==> src/rtl/mem_port_arbiter.sv <==
// Round-robin arbiter sharing one memory port between instruction fetch (IF) and
// load/store (LS), with a req/ack handshake to memory and a timeout abort.
module mem_port_arbiter #(
    parameter int unsigned ADDR_W  = 32,
    parameter int unsigned DATA_W  = 32,
    parameter int unsigned TIMEOUT = 15
) (
    input  logic              i_clk,
    input  logic              i_rst_n,
    input  logic              i_if_req,
    input  logic [ADDR_W-1:0] i_if_addr,
    output logic              o_if_done,
    output logic [DATA_W-1:0] o_if_rdata,
    input  logic              i_ls_req,
    input  logic              i_ls_we,
    input  logic [ADDR_W-1:0] i_ls_addr,
    input  logic [DATA_W-1:0] i_ls_wdata,
    input  logic [3:0]        i_ls_bmask,
    output logic              o_ls_done,
    output logic [DATA_W-1:0] o_ls_rdata,
    output logic              o_mem_req,
    output logic              o_mem_we,
    output logic [ADDR_W-1:0] o_mem_addr,
    output logic [DATA_W-1:0] o_mem_wdata,
    output logic [3:0]        o_mem_bmask,
    input  logic              i_mem_ack,
    input  logic [DATA_W-1:0] i_mem_rdata,
    output logic              o_timeout
);

    localparam int unsigned CNT_W = 8;
    localparam logic [CNT_W-1:0] TO_LAST = CNT_W'(TIMEOUT - 1);

    typedef enum logic [1:0] {
        ST_IDLE    = 2'd0,
        ST_BUSY_IF = 2'd1,
        ST_BUSY_LS = 2'd2
    } state_t;

    state_t           state;
    logic             last_gnt_ls;
    logic [CNT_W-1:0] wait_cnt;

    logic if_elig;
    logic ls_elig;
    logic pick_ls;
    logic pick_if;

    // A requester whose done is pulsing this cycle is still holding req; skip it.
    always_comb begin
        if_elig = i_if_req && !o_if_done;
        ls_elig = i_ls_req && !o_ls_done;
        pick_ls = ls_elig && (!if_elig || !last_gnt_ls);
        pick_if = if_elig && !pick_ls;
    end

    always_ff @(posedge i_clk or negedge i_rst_n) begin
        if (!i_rst_n) begin
            state       <= ST_IDLE;
            last_gnt_ls <= 1'b0;
            wait_cnt    <= '0;
            o_if_done   <= 1'b0;
            o_if_rdata  <= '0;
            o_ls_done   <= 1'b0;
            o_ls_rdata  <= '0;
            o_mem_req   <= 1'b0;
            o_mem_we    <= 1'b0;
            o_mem_addr  <= '0;
            o_mem_wdata <= '0;
            o_mem_bmask <= '0;
            o_timeout   <= 1'b0;
        end else begin
            o_if_done <= 1'b0;
            o_ls_done <= 1'b0;
            o_timeout <= 1'b0;
            case (state)
                ST_IDLE: begin
                    if (pick_ls) begin
                        state       <= ST_BUSY_LS;
                        last_gnt_ls <= 1'b1;
                        wait_cnt    <= '0;
                        o_mem_req   <= 1'b1;
                        o_mem_we    <= i_ls_we;
                        o_mem_addr  <= i_ls_addr;
                        o_mem_wdata <= i_ls_wdata;
                        o_mem_bmask <= i_ls_bmask;
                    end else if (pick_if) begin
                        state       <= ST_BUSY_IF;
                        last_gnt_ls <= 1'b0;
                        wait_cnt    <= '0;
                        o_mem_req   <= 1'b1;
                        o_mem_we    <= 1'b0;
                        o_mem_addr  <= i_if_addr;
                        o_mem_wdata <= '0;
                        o_mem_bmask <= 4'hF;
                    end
                end
                ST_BUSY_IF, ST_BUSY_LS: begin
                    // Ack wins over a timeout reached in the same cycle.
                    if (i_mem_ack || (wait_cnt == TO_LAST)) begin
                        state     <= ST_IDLE;
                        o_mem_req <= 1'b0;
                        o_timeout <= !i_mem_ack;
                        if (state == ST_BUSY_IF) begin
                            o_if_done  <= 1'b1;
                            o_if_rdata <= i_mem_ack ? i_mem_rdata : '0;
                        end else begin
                            o_ls_done  <= 1'b1;
                            o_ls_rdata <= (i_mem_ack && !o_mem_we) ? i_mem_rdata : '0;
                        end
                    end else begin
                        wait_cnt <= wait_cnt + CNT_W'(1);
                    end
                end
                default: begin
                    state     <= ST_IDLE;
                    o_mem_req <= 1'b0;
                end
            endcase
        end
    end

endmodule
==> config.mk <==
export PLATFORM = sky130hd
export DESIGN_NAME = mem_port_arbiter
export DESIGN_NICKNAME = d
export VERILOG_FILES = /design/src/rtl/mem_port_arbiter.sv
export SDC_FILE = /design/constraint.sdc
export NUM_CORES = 1
export LEC_CHECK = 0
export BUFFER_PORTS_ARGS = -buffer_cell sky130_fd_sc_hd__buf_2
export CORE_UTILIZATION = 48
export CTS_CLUSTER_DIAMETER = 50
export DETAILED_ROUTE_END_ITERATION = 8
export GPL_TIMING_DRIVEN = 1
export PLACE_DENSITY = 0.79
export SLEW_MARGIN = 10
export SYNTH_ARGS = -nofsm -noshare
export SYNTH_HDL_FRONTEND = slang
export SYNTH_SLANG_ARGS = --single-unit
export TNS_END_PERCENT = 5
==> constraint.sdc <==
create_clock -name i_clk -period 2.59 [get_ports i_clk]
set_clock_uncertainty 0.05 [all_clocks]
set_input_delay 0.1295 -clock i_clk [delete_from_list [all_inputs] [get_ports i_clk]]
set_output_delay 0.1295 -clock i_clk [all_outputs]
set_load 0.02 [all_outputs]
# --- After elaboration in Yosys (flattened, before gate mapping) ---
# Index checks and enable logic that the tools add are counted.
totals:
  wordCells: 75
  reg_bits: 148
classes:
  n_reduce_logical: 23
  n_addsub: 1
  muxes: 31
  n_eq_ne: 6
  n_bitwise: 1
ops:
  columns: ["cell", "n"]
  rows:
  - ["2-to-1 mux 32 bit", 6]
  - ["2-to-1 mux 8 bit", 3]
  - ["case mux 8 bit (2 select lines)", 1]
  - ["2-to-1 mux 1 bit", 14]
  - ["AND reduction 3 bit", 3]
  - ["adder 8 x 1 -> 8 bit (second input constant)", 1]
  - ["== test 8 x 4 -> 1 bit (second input constant)", 1]
  - ["2-to-1 mux 4 bit", 2]
  - ["zero test 1 bit", 7]
  - ["2-to-1 mux 2 bit", 3]
  - ["logical AND 1 bit", 5]
  - ["!= test 2 bit (second input constant)", 2]
  - ["case mux 2 bit (2 select lines)", 1]
  - ["AND reduction 2 bit", 2]
  - ["nonzero test 2 bit", 2]
  - ["!= test 3 bit (second input constant)", 1]
  - ["== test 2 x 1 -> 1 bit (second input constant)", 1]
  - ["== test 2 bit (second input constant)", 1]
  - ["zero test 2 bit", 1]
  - ["logical OR 1 bit", 2]
  - ["case mux 1 bit (2 select lines)", 1]
  - ["OR reduction 2 bit", 1]
  - ["NOT 1 bit", 1]

# --- Logic depth before layout (Yosys ltp) ---
# Gate-level depths: netlist (run 1).
logic_depth:
  ltp_word: 10
  depth_mapped: 9
  depth_no_buf: 6

# --- Worst setup path after synthesis (run 1) ---
# Ideal clock, no wire load.
synth_timing:
  path_kind: "flip-flop to flip-flop"
  startpoint: "reg state[0]"
  endpoint: "reg wait_cnt[1]"
  stages_incl_launch_ff: 9
  path_buffers: 2
  arrival_ns: 1.649
  path_slack_ns: 0.769
  setup_time_ns: 0.122
  synth_period_minus_slack_ns: 1.821
  path_cell_list: "dfrtp_1 -> inv_1 -> ha_1 -> buf_2 -> and4bb_1 -> a22oi_4 -> buf_6 -> o211ai_1 -> o2bb2ai_1"
synth_via:
  elab_chain_cells: 4
  elab_cells_between_ends: 9
  cone_classes: "eq/ne: 4; mux: 1; reduce/logical: 4"
synth_rtl:
  columns: ["element", "line", "rtl"]
  rows:
  - ["from (decl)", "40", "state_t state;"]
  - ["from (signal assigned)", "59", "state <= ST_IDLE;"]
  - ["from (signal assigned)", "79", "state <= ST_BUSY_LS;"]
  - ["from (signal assigned)", "88", "state <= ST_BUSY_IF;"]
  - ["== test 2 x 1 -> 1 bit / == test 2 bit (equally long branches)", "76", "case (state)"]
  - ["OR reduction 2 bit", "76", null]
  - ["!= test 2 bit (no line) / nonzero test 2 bit (equally long branches)", null, null]
  - ["AND reduction 3 bit (no line)", null, null]
  - ["to (signal assigned)", "112", "wait_cnt <= wait_cnt + CNT_W'(1);"]
  - ["to (decl)", "42", "logic [CNT_W-1:0] wait_cnt;"]
# Parallel ways exist; a longest one is shown, timed or not.
# A chain may end at the register's enable or synchronous reset.

# --- Worst setup path in the final report (run 1) ---
layout_timing:
  startpoint: "reg o_if_done"
  endpoint: "reg o_mem_addr[13]"
layout_via:
  elab_chain_cells: 9
  elab_cells_between_ends: 10
  cone_classes: "mux: 1; reduce/logical: 9"
layout_rtl:
  columns: ["element", "line", "rtl"]
  rows:
  - ["from (decl)", "12", "output logic o_if_done,"]
  - ["from (signal assigned)", "62", "o_if_done <= 1'b0;"]
  - ["from (signal assigned)", "73", "o_if_done <= 1'b0;"]
  - ["from (signal assigned)", "105", "o_if_done <= 1'b1;"]
  - ["zero test 1 bit (*)", "51", "if_elig = i_if_req && !o_if_done;"]
  - ["logical AND 1 bit (*)", "51", null]
  - ["zero test 1 bit", "53", "pick_ls = ls_elig && (!if_elig || !last_gnt_ls);"]
  - ["logical OR 1 bit", "53", null]
  - ["logical AND 1 bit", "53", null]
  - ["zero test 1 bit", "54", "pick_if = if_elig && !pick_ls;"]
  - ["logical AND 1 bit", "54", null]
  - ["nonzero test 2 bit (no line)", null, null]
  - ["AND reduction 2 bit (no line)", null, null]
  - ["to (signal assigned)", "84", "o_mem_addr <= i_ls_addr;"]
  - ["to (signal assigned)", "93", "o_mem_addr <= i_if_addr;"]
  - ["to (decl)", "23", "output logic [ADDR_W-1:0] o_mem_addr,"]
# Every way passes the cells marked *; elsewhere a longest branch is shown, timed or not.

==> impl_metrics.json, run 1 <==
{
  "status": "complete, no violations",
  "holdWs_ns": 0.00964,
  "crit_buf_inv": 2,
  "cts_buffers": 17,
  "setup_ws_ns": 0.147,
  "place.gp.congestion": 0.830,
  "ioPinCount": 275,
  "startpoint_type": "flop",
  "r2r_end": "o_mem_addr[13]$_DFFE_PN0P_",
  "timing.fmax_mhz": 409,
  "ys_ff_latch": 148,
  "power_leakage_nw": 4.94,
  "p_per_area_nw_per_um2": 1190,
  "clockBufferDepth": 2,
  "critPathSlowestCell": "dlygate4sd3_1",
  "rrSetupSlack_ns": 0.15,
  "grtUsageTotal_pct": 32.4,
  "syn-num-nets": 749,
  "insertion_delay_ns": 0.41,
  "hold_class": "input port to flop",
  "min_path_cells": 3,
  "cts-root-buf": "clkbuf_16",
  "async_flop_share_pct": 100,
  "cts_tree": "built",
  "yosysSeqAreaShare_pct": 57.7,
  "grt_pass1_vias": 6509,
  "setup_tns_ns": 0,
  "cpLargestDelayFamily": "buffers and inverters",
  "routedWlPerCell_um": 19.1,
  "cp_data_arrival_time_ns": 2.62,
  "end_kind": "flop",
  "cpPeakStageDelay_ns": 0.57,
  "clk_pin_slew_ns": 0.06,
  "worstPathCellList": "nor2b_2, a21o_4, buf_12, mux2i_1, dlygate4sd3_1, o21ai_0",
  "synth_edf_count": 0,
  "io_buffers": 274,
  "dieArea_um2": 13800,
  "drv_cap": 0,
  "worstReg2RegStart": "o_if_done$_DFF_PN0_",
  "post_cts_buffers": 0,
  "final_max_slew_viol_count": 0,
  "clock_sinks": 148,
  "dp_slack_ns": 0.601,
  "mostFrequentLayoutCell": "buf_2",
  "htreeDepth": 4,
  "overflow": 0,
  "nets": 1114,
  "netlist_instances": 607,
  "synth_top_cells_by_area": "dfrtp_1 58%, o21ai_0 7.6%, nand2_1 6.1%",
  "drcViolationCount": 0,
  "yosys_warnings": 0,
  "fin_cells": 1154,
  "critPathMaxFanout": 20,
  "rsz0062_at_grt": "false",
  "fp.coreArea_um2": 12800,
  "worst_pin_slew_ns": 0.979,
  "grt_max_degree": 98,
  "drive_above_1_share_pct": 32.6,
  "post-route-period-util_pct": 94.3,
  "viasPerCell": 5.62,
  "vias": 6481,
  "area_delta_synth_final_pct": 49.5,
  "ir_worst_vdd_mv": 0.664,
  "dp.cells": 1010,
  "std_cell_rows": 41,
  "setup_viol": 0,
  "crit_required_ns": 2.77,
  "hp-start": "i_if_addr[4]",
  "grt_pass1_wl_um": 34800,
  "drt-initial-drc-count": 552,
  "dp_hpwl_um": 12400,
  "relSlewSlack_pct": 34.5,
  "hold_violations": 0,
  "yosys.cell_types.count": 44,
  "dr.pass1.iters": 5,
  "netlist_area_um2": 6420,
  "antenna_found_initial": 1,
  "crit_type": "flop to flop",
  "ant_nets": 0,
  "yosys.area.top_type": "dfrtp_1",
  "start_util_pct": 50.0,
  "die_y_um": 118,
  "die_w_um": 118,
  "synth_top_area_share_pct": 57.7,
  "total_power_mw": 11.4,
  "drt_wl_total_um": 22100,
  "layout_common_cells": "273 x buf_2, 148 x dfrtp_1, 115 x dlygate4sd3_1, 105 x nand2_1, 97 x o21ai_0",
  "min_to": "o_mem_addr[4]$_DFFE_PN0P_",
  "syn_area_per_cell_um2": 10.6,
  "reg2reg_depth": 6,
  "fin_crit_ns": 2.44,
  "synthFlopType": "dfrtp_1"
}
[worst register-to-register path: cells and delay by family (launching register included)]
kind	cells	cell delay, ns
buf+inv	2	0.80
compound gates	2	0.50
flops	1	0.41
simple gates	1	0.25
mux	1	0.24
[cell type report]
type                    instances  area, um^2
inverters                       8        30.0
clock inverters                 5        55.1
clock buffers                  23         468
diodes                          1        2.50
well taps                     172         215
flip-flops and latches        148        3700
fillers                       845        3240
multi-input cells             396        2430
repair buffers                401        2680
[how the worst max path moves through the flow]
stage | from | to | slack (ns) | depth (start not counted)
6_report | o_if_done$_DFF_PN0_ | o_mem_addr[13]$_DFFE_PN0P_ | 0.15 | 6
5_1_grt | o_if_done$_DFF_PN0_ | o_mem_addr[13]$_DFFE_PN0P_ | 0.06 | 6
4_1_cts | o_if_done$_DFF_PN0_ | o_mem_addr[20]$_DFFE_PN0P_ | 0.11 | 6
3_5_place_dp | o_if_done$_DFF_PN0_ | o_mem_addr[23]$_DFFE_PN0P_ | 0.60 | 5
3_3_place_gp | o_if_done$_DFF_PN0_ | o_mem_addr[23]$_DFFE_PN0P_ | 0.66 | 5
2_1_floorplan | state[0]$_DFFE_PN0P_ | wait_cnt[1]$_DFFE_PN0P_ | 0.77 | 8
[where the power goes]
group / switching, mW / leakage, nW / total (mW) / internal (mW)
clock: 0.898 / 0.251 / 2.24 / 1.35
combinational: 3.62 / 2.79 / 5.42 / 1.80
sequential: 0.519 / 1.89 / 3.73 / 3.21
total: 5.03 / 4.94 / 11.4 / 6.36
[per-layer routing]
layer  global-route usage (%)  vias up  part of all wire, %
met2                     54.0      367                   49
met1                     37.8     3128                   37
met5                        0        -                    0
li1                         -     2914                    -
met3                     9.40       72                  8.6
met4                     16.9        0                  5.0
[metrics by stage]
step	utilization, %	area (um^2)
2_1_floorplan	-	6420
3_3_place_gp	61.6	7910
3_5_place_dp	61.6	7910
4_1_cts	74.7	9580
5_1_grt	74.8	9590
6_report	74.8	9590
[flip-flops by register name, summed over array words and instances (netlist names), 2 cells and up]
name / cells
o_ls_rdata: 32
state: 2
o_mem_addr: 32
wait_cnt: 8
o_if_rdata: 32
o_mem_wdata: 32
o_mem_bmask: 4
[repair_timing]
item / 4_1_cts / 5_1_grt
gates resized for setup: 0 / 1
setup endpoints to repair: 0 / 11
endpoints found under the hold margin: 182 / 0
hold buffers: 115 / 0
[logic make-up (layout without fill, tap and decap cells)]
| family | Yosys count | after routing | share of synthesized area, % |
|---|---|---|---|
| AOI/OAI and AO/OA | 190 | 190 | 19.5 |
| adders and majority gates | 4 | 4 | 0.780 |
| DFF | 148 | 148 | 57.7 |
| other | 0 | 1 | 0 |
| buffers and inverters | 63 | 437 | 4.66 |
| muxes | 32 | 32 | 4.99 |
| xor gates and xnor gates | 1 | 1 | 0.137 |
| and+or+nand+nor | 169 | 169 | 12.2 |
[cells in the mapped netlist (2+ instances only)]
master and number:
dfrtp_1 148, buf_4 3, buf_6 4, a211oi_1 2, a31oi_1 2, nor2_1 11, nand2_1 105, mux2i_1 32
inv_1 8, nor2b_1 3, o2bb2ai_1 2, a22o_1 34, clkbuf_2 4, ha_1 4, o31ai_1 32, o21ai_1 2
clkbuf_1 30, o21ai_0 97, o22a_1 5, nand3_1 4, nand4_1 33, a21oi_1 2, buf_2 13, o211ai_1 4
nand2b_1 4
No activity file was read; power rests on OpenSTA's default activity.
==> run 2: changes to the inputs <==
--- a/config.mk
+++ b/config.mk
@@ -10,2 +10,3 @@
 export CTS_CLUSTER_DIAMETER = 50
+export CTS_CLUSTER_SIZE = 24
 export DETAILED_ROUTE_END_ITERATION = 8
==> constraint.sdc (replaced) <==
create_clock -name i_clk -period 2.59 [get_ports i_clk]
set_clock_uncertainty 0.05 [all_clocks]
set_input_delay 0.6475 -clock i_clk [delete_from_list [all_inputs] [get_ports i_clk]]
set_output_delay 0.6475 -clock i_clk [all_outputs]
set_load 0.02 [all_outputs]
==> impl_metrics.json, run 2 (synthesis results as in run 1) <==
{
  "insertion_delay_ns": 0.42,
  "dieArea_um2": 13800,
  "cts_buffers": 17,
  "std_cell_rows": 41,
  "cts-root-buf": "clkbuf_16",
  "status": "complete, no violations",
  "total_power_mw": 11.2,
  "dr.pass1.iters": 4,
  "timing.fmax_mhz": 490,
  "io_buffers": 274,
  "hold_violations": 0,
  "relSlewSlack_pct": 32.7,
  "postCtsResizedCells": 0,
  "fin_crit_ns": 2.04,
  "dp_hpwl_um": 12600,
  "viasPerCell": 5.43,
  "grtUsageTotal_pct": 26.8,
  "setup_tns_ns": 0,
  "ctsHoldBuffers": 0,
  "antenna_cells": 0,
  "clockBufferDepth": 2,
  "clock_sinks": 148,
  "crit_required_ns": 2.83,
  "setup_viol": 0,
  "grt_max_degree": 100,
  "rrSetupSlack_ns": 0.55,
  "fp.coreArea_um2": 12800,
  "die_w_um": 118,
  "crit_type": "flop to flop",
  "layout_common_cells": "273 x buf_2, 148 x dfrtp_1, 105 x nand2_1, 97 x o21ai_0, 34 x a22o_1",
  "worst_pin_slew_ns": 1.01,
  "drt-initial-drc-count": 283,
  "area_delta_synth_final_pct": 32.8,
  "critPathMaxFanout": 99,
  "overflow": 0,
  "drive_above_1_share_pct": 37.7,
  "setup_ws_ns": 0.549,
  "nets": 1003,
  "place.gp.congestion": 0.808,
  "hold_class": "input port to asynchronous set/reset pin",
  "reg2reg_depth": 7,
  "ir_worst_vdd_mv": 0.709,
  "power_leakage_nw": 4.51,
  "grt_pass1_vias": 5456,
  "grt_pass1_wl_um": 28800,
  "mostFrequentLayoutCell": "buf_2",
  "routedWlPerCell_um": 17.3,
  "htreeDepth": 4,
  "vias": 5675,
  "ioPinCount": 275,
  "die_y_um": 118,
  "dp_slack_ns": 0.441,
  "p_per_area_nw_per_um2": 1310,
  "r2r_end": "wait_cnt[1]$_DFFE_PN0P_",
  "drt_wl_total_um": 18000,
  "antenna_found_initial": 1,
  "ant_nets": 0,
  "utilization_pct": 66.5,
  "worstReg2RegStart": "state[0]$_DFFE_PN0P_",
  "cts_tree": "built",
  "end_kind": "flop",
  "start_util_pct": 50.0,
  "cp_data_arrival_time_ns": 2.29,
  "rsz0062_at_grt": "false",
  "final_max_slew_viol_count": 0,
  "drcViolationCount": 0,
  "startpoint_type": "flop",
  "drv_cap": 0,
  "post-route-period-util_pct": 78.8,
  "cp-startpoint": "state[0]$_DFFE_PN0P_",
  "post_cts_buffers": 0,
  "clk_pin_slew_ns": 0.06
}
## run 2: worst max-delay path, cell delays in order (launching register included)
cell and delay (ns):
dfrtp_1 0.38, inv_1 0.05, ha_1 0.32, and4bb_1 0.23, a22oi_4 0.18, buf_12 0.33
o211ai_1 0.20, o2bb2ai_1 0.17
## run 2: worst max-delay path by stage
stage                                   to  cells after the start
2_1_floorplan      wait_cnt[1]$_DFFE_PN0P_                      8
3_3_place_gp    o_mem_wdata[7]$_DFFE_PN0P_                      5
3_5_place_dp   o_mem_wdata[16]$_DFFE_PN0P_                      5
4_1_cts            wait_cnt[6]$_DFFE_PN0P_                      7
5_1_grt            wait_cnt[1]$_DFFE_PN0P_                      7
6_report           wait_cnt[1]$_DFFE_PN0P_                      7
## run 2: where the power goes
group	total, mW	switching [mW]	internal (mW)
logic	4.95	3.34	1.61
registers	3.70	0.486	3.21
clock network	2.51	0.897	1.61
total	11.2	4.72	6.43
## run 2: stage by stage
stage	instance area (um^2)	hold slack (ns)	std cells
final	8520	0.123	1045
after global routing	8520	0.143	1045
after CTS	8520	0.127	1045
after detailed placement	7910	0.416	1014
after global placement	7910	0.409	1014
after floorplan	6420	0.302	607
## run 2: final cells by class
type                            count  area [um^2]
Clock buffer                       23          488
Clock inverter                      8          124
Fill cell                        1056         4300
Inverter                            8         30.0
Multi-Input combinational cell    396         2430
Sequential cell                   148         3700
Tap cell                          172          215
Timing Repair Buffer              290         1540
## run 2: routing by layer
| layer | global-route usage (%) | wire [um] |
|---|---|---|
| met1 | 32.7 | 7360 |
| met2 | 43.4 | 8950 |
| met3 | 9.50 | 1310 |
| met4 | 10.3 | 418 |
| met5 | 0 | 9 |
==> run 3: changes to the inputs <==
ABC_AREA = 1   (was default)
PLACE_DENSITY = 0.8   (was 0.79)
clock period = 2 ns   (was 2.59 ns; I/O delays follow)
==> impl_metrics.json, run 3 <==
{
  "status": "complete, no violations",
  "vias": 5599,
  "drive_above_1_share_pct": 39.8,
  "cp-startpoint": "state[0]$_DFFE_PN0P_",
  "relSlewSlack_pct": 63.1,
  "yosysMostFrequentCell": "nand2_1",
  "fin_cells": 1103,
  "place.gp.congestion": 0.798,
  "grt_max_degree": 66,
  "netlist_area_um2": 6330,
  "viasPerCell": 5.08,
  "final_max_slew_viol_count": 0,
  "setup_ws_ns": 0.276,
  "fin_crit_ns": 1.72,
  "dp.cells": 1072,
  "yosys.area.top_type": "dfrtp_1",
  "dr.pass1.iters": 5,
  "startpoint_type": "flop",
  "power_switching_mw": 5.88,
  "antenna_found_initial": 0,
  "postPlaceCellArea_um2": 7890,
  "synth_commonest_cells": "210 x nand2_1, 148 x dfrtp_1, 65 x a21oi_1, 46 x o21ai_2, 41 x nor2_1",
  "netlist_instances": 652,
  "fillCellCount": 1096,
  "ys_ff_latch": 148,
  "cts_tree": "built",
  "postCtsResizedCells": 0,
  "grt_pass1_vias": 5108,
  "ctsHoldBuffers": 0,
  "hold_violations": 0,
  "drcViolationCount": 0,
  "yosysSeqAreaShare_pct": 58.5,
  "seqPwrFrac_pct": 34.5,
  "cts_buffers": 17,
  "mostFrequentLayoutCell": "buf_2",
  "clock_sinks": 148,
  "finalInstanceArea_um2": 8480,
  "crit_type": "flop to flop",
  "antenna_cells": 0,
  "dieArea_um2": 13700,
  "cts-root-buf": "clkbuf_16",
  "syn-num-nets": 794,
  "grt_pass1_wl_um": 25100,
  "setup_tns_ns": 0,
  "layout_common_cells": "273 x buf_2, 209 x nand2_1, 148 x dfrtp_1, 65 x a21oi_1, 46 x o21ai_2",
  "ioPinCount": 275,
  "fp.coreArea_um2": 12700,
  "std_cell_rows": 41,
  "p_sw_share_pct": 41.3,
  "die_y_um": 117,
  "critPathMaxFanout": 8,
  "total_power_mw": 14.2,
  "setup_viol": 0,
  "synth_top_area_share_pct": 58.5,
  "routedWlPerCell_um": 15.0,
  "drt-initial-drc-count": 337,
  "drt_wl_total_um": 16600,
  "post-route-period-util_pct": 86.2,
  "crit_required_ns": 2.30,
  "yosys.cell_types.count": 28,
  "cpPeakStageDelay_ns": 0.38,
  "timing.fmax_mhz": 580,
  "drv_cap": 0,
  "syn_area_per_cell_um2": 9.71,
  "dp_hpwl_um": 11600,
  "worst_pin_slew_ns": 0.553,
  "cp_data_arrival_time_ns": 2.03,
  "yosys_warnings": 0,
  "grtUsageTotal_pct": 24.2,
  "start_util_pct": 49.8,
  "rrSetupSlack_ns": 0.28,
  "p_comb_share_pct": 43.5,
  "hold_class": "input port to asynchronous set/reset pin",
  "worstPathCellList": "inv_1, ha_1, o21ai_0, inv_1, nand2_1, nand2_1, nand2_1",
  "async_flop_share_pct": 100,
  "worstReg2RegStart": "state[0]$_DFFE_PN0P_",
  "die_w_um": 117,
  "synthFlopType": "dfrtp_1",
  "io_buffers": 274,
  "internal_power_mw": 8.37,
  "utilization_pct": 66.7,
  "pwr-share-clk_pct": 22.0,
  "path_common_cell": "nand2_1",
  "dp_slack_ns": 0.276,
  "post_cts_buffers": 0,
  "ir_worst_vdd_mv": 0.872,
  "ant_nets": 0,
  "nets": 1061,
  "synth_top_cells_by_area": "dfrtp_1 58%, nand2_1 12%, o21ai_2 6.4%",
  "clk_pin_slew_ns": 0.06,
  "rsz0062_at_grt": "false",
  "holdWs_ns": 0.00454,
  "htreeDepth": 4,
  "area_delta_synth_final_pct": 34.0,
  "critPathSlowestCell": "dfrtp_1",
  "insertion_delay_ns": 0.41,
  "power_leakage_nw": 4.50,
  "end_kind": "flop",
  "synth_edf_count": 0,
  "p_per_area_nw_per_um2": 1680,
  "overflow": 0,
  "clockBufferDepth": 2
}
[run 3: cell types whose count changed after synthesis, moves of 16 or more]
cell | previous run | this run
nand2_1 | 105 | 210
o21ai_0 | 97 | 3
a21oi_1 | 2 | 65
o21ai_2 | 1 | 46
mux2i_1 | 32 | 0
o31ai_1 | 32 | 0
nand4_1 | 33 | 2
nor2_1 | 11 | 41
o21ai_1 | 2 | 18
[run 3: layout make-up]
class	count	area, um^2	area share (%)
Clock buffer	24	492	5.80
Tap cell	172	215	2.54
Timing Repair Buffer	288	1600	18.8
Clock inverter	7	97.6	1.15
Inverter	20	75.1	0.885
Multi-Input combinational cell	444	2300	27.1
Sequential cell	148	3700	43.7
[run 3: kinds of logic (layout without fill, tap and decap cells)]
logic type,after synthesis,count (layout),share of synthesized area (%)
XOR/XNOR,3,3,0.415
buffers and inverters,60,339,5.22
AND/OR/NAND/NOR,266,266,16.4
flip-flops,148,148,58.5
adder cells (fa/ha/maj),4,4,0.791
AO/OA/AOI/OAI,171,171,18.7
[run 3: path summary, 6_finish.rpt]
check | end | depth (start not counted)
worst max register to register | wait_cnt[6]$_DFFE_PN0P_ | 7
min in group i_clk | o_mem_wdata[18]$_DFFE_PN0P_ | 2
worst max-delay path | wait_cnt[6]$_DFFE_PN0P_ | 7
max in group asynchronous | o_mem_addr[1]$_DFFE_PN0P_ | 2
worst min-delay path | o_if_rdata[9]$_DFFE_PN0P_ | 1
worst min register to register | o_ls_rdata[8]$_DFFE_PN0P_ | 2
[run 3: layer usage]
layer / track usage [%] / vias to the layer above / share of wire, %
met2: 39.1 / 238 / 49
met1: 30.9 / 2644 / 41
met3: 7.26 / 25 / 8.2
li1: - / 2692 / -
met5: 0 / - / 0
met4: 9.20 / 0 / 1.9
[run 3: power by group through the flow]
stage	registers, mW	logic, mW	clock network (mW)
2_1_floorplan	6.40	2.62	0
3_3_place_gp	4.91	6.10	0
3_5_place_dp	4.92	6.25	0
4_1_cts	4.92	6.25	3.19
5_1_grt	5.06	6.75	3.35
6_report	4.92	6.19	3.13
[run 3: critical path, delay by kind of cell, from the launching register on]
family                     cells  cell delay [ns]
AOI/OAI and AO/OA              1             0.31
buffers and inverters          2             0.16
adders and majority gates      1             0.38
DFF                            1             0.38
and+or+nand+nor                3             0.39
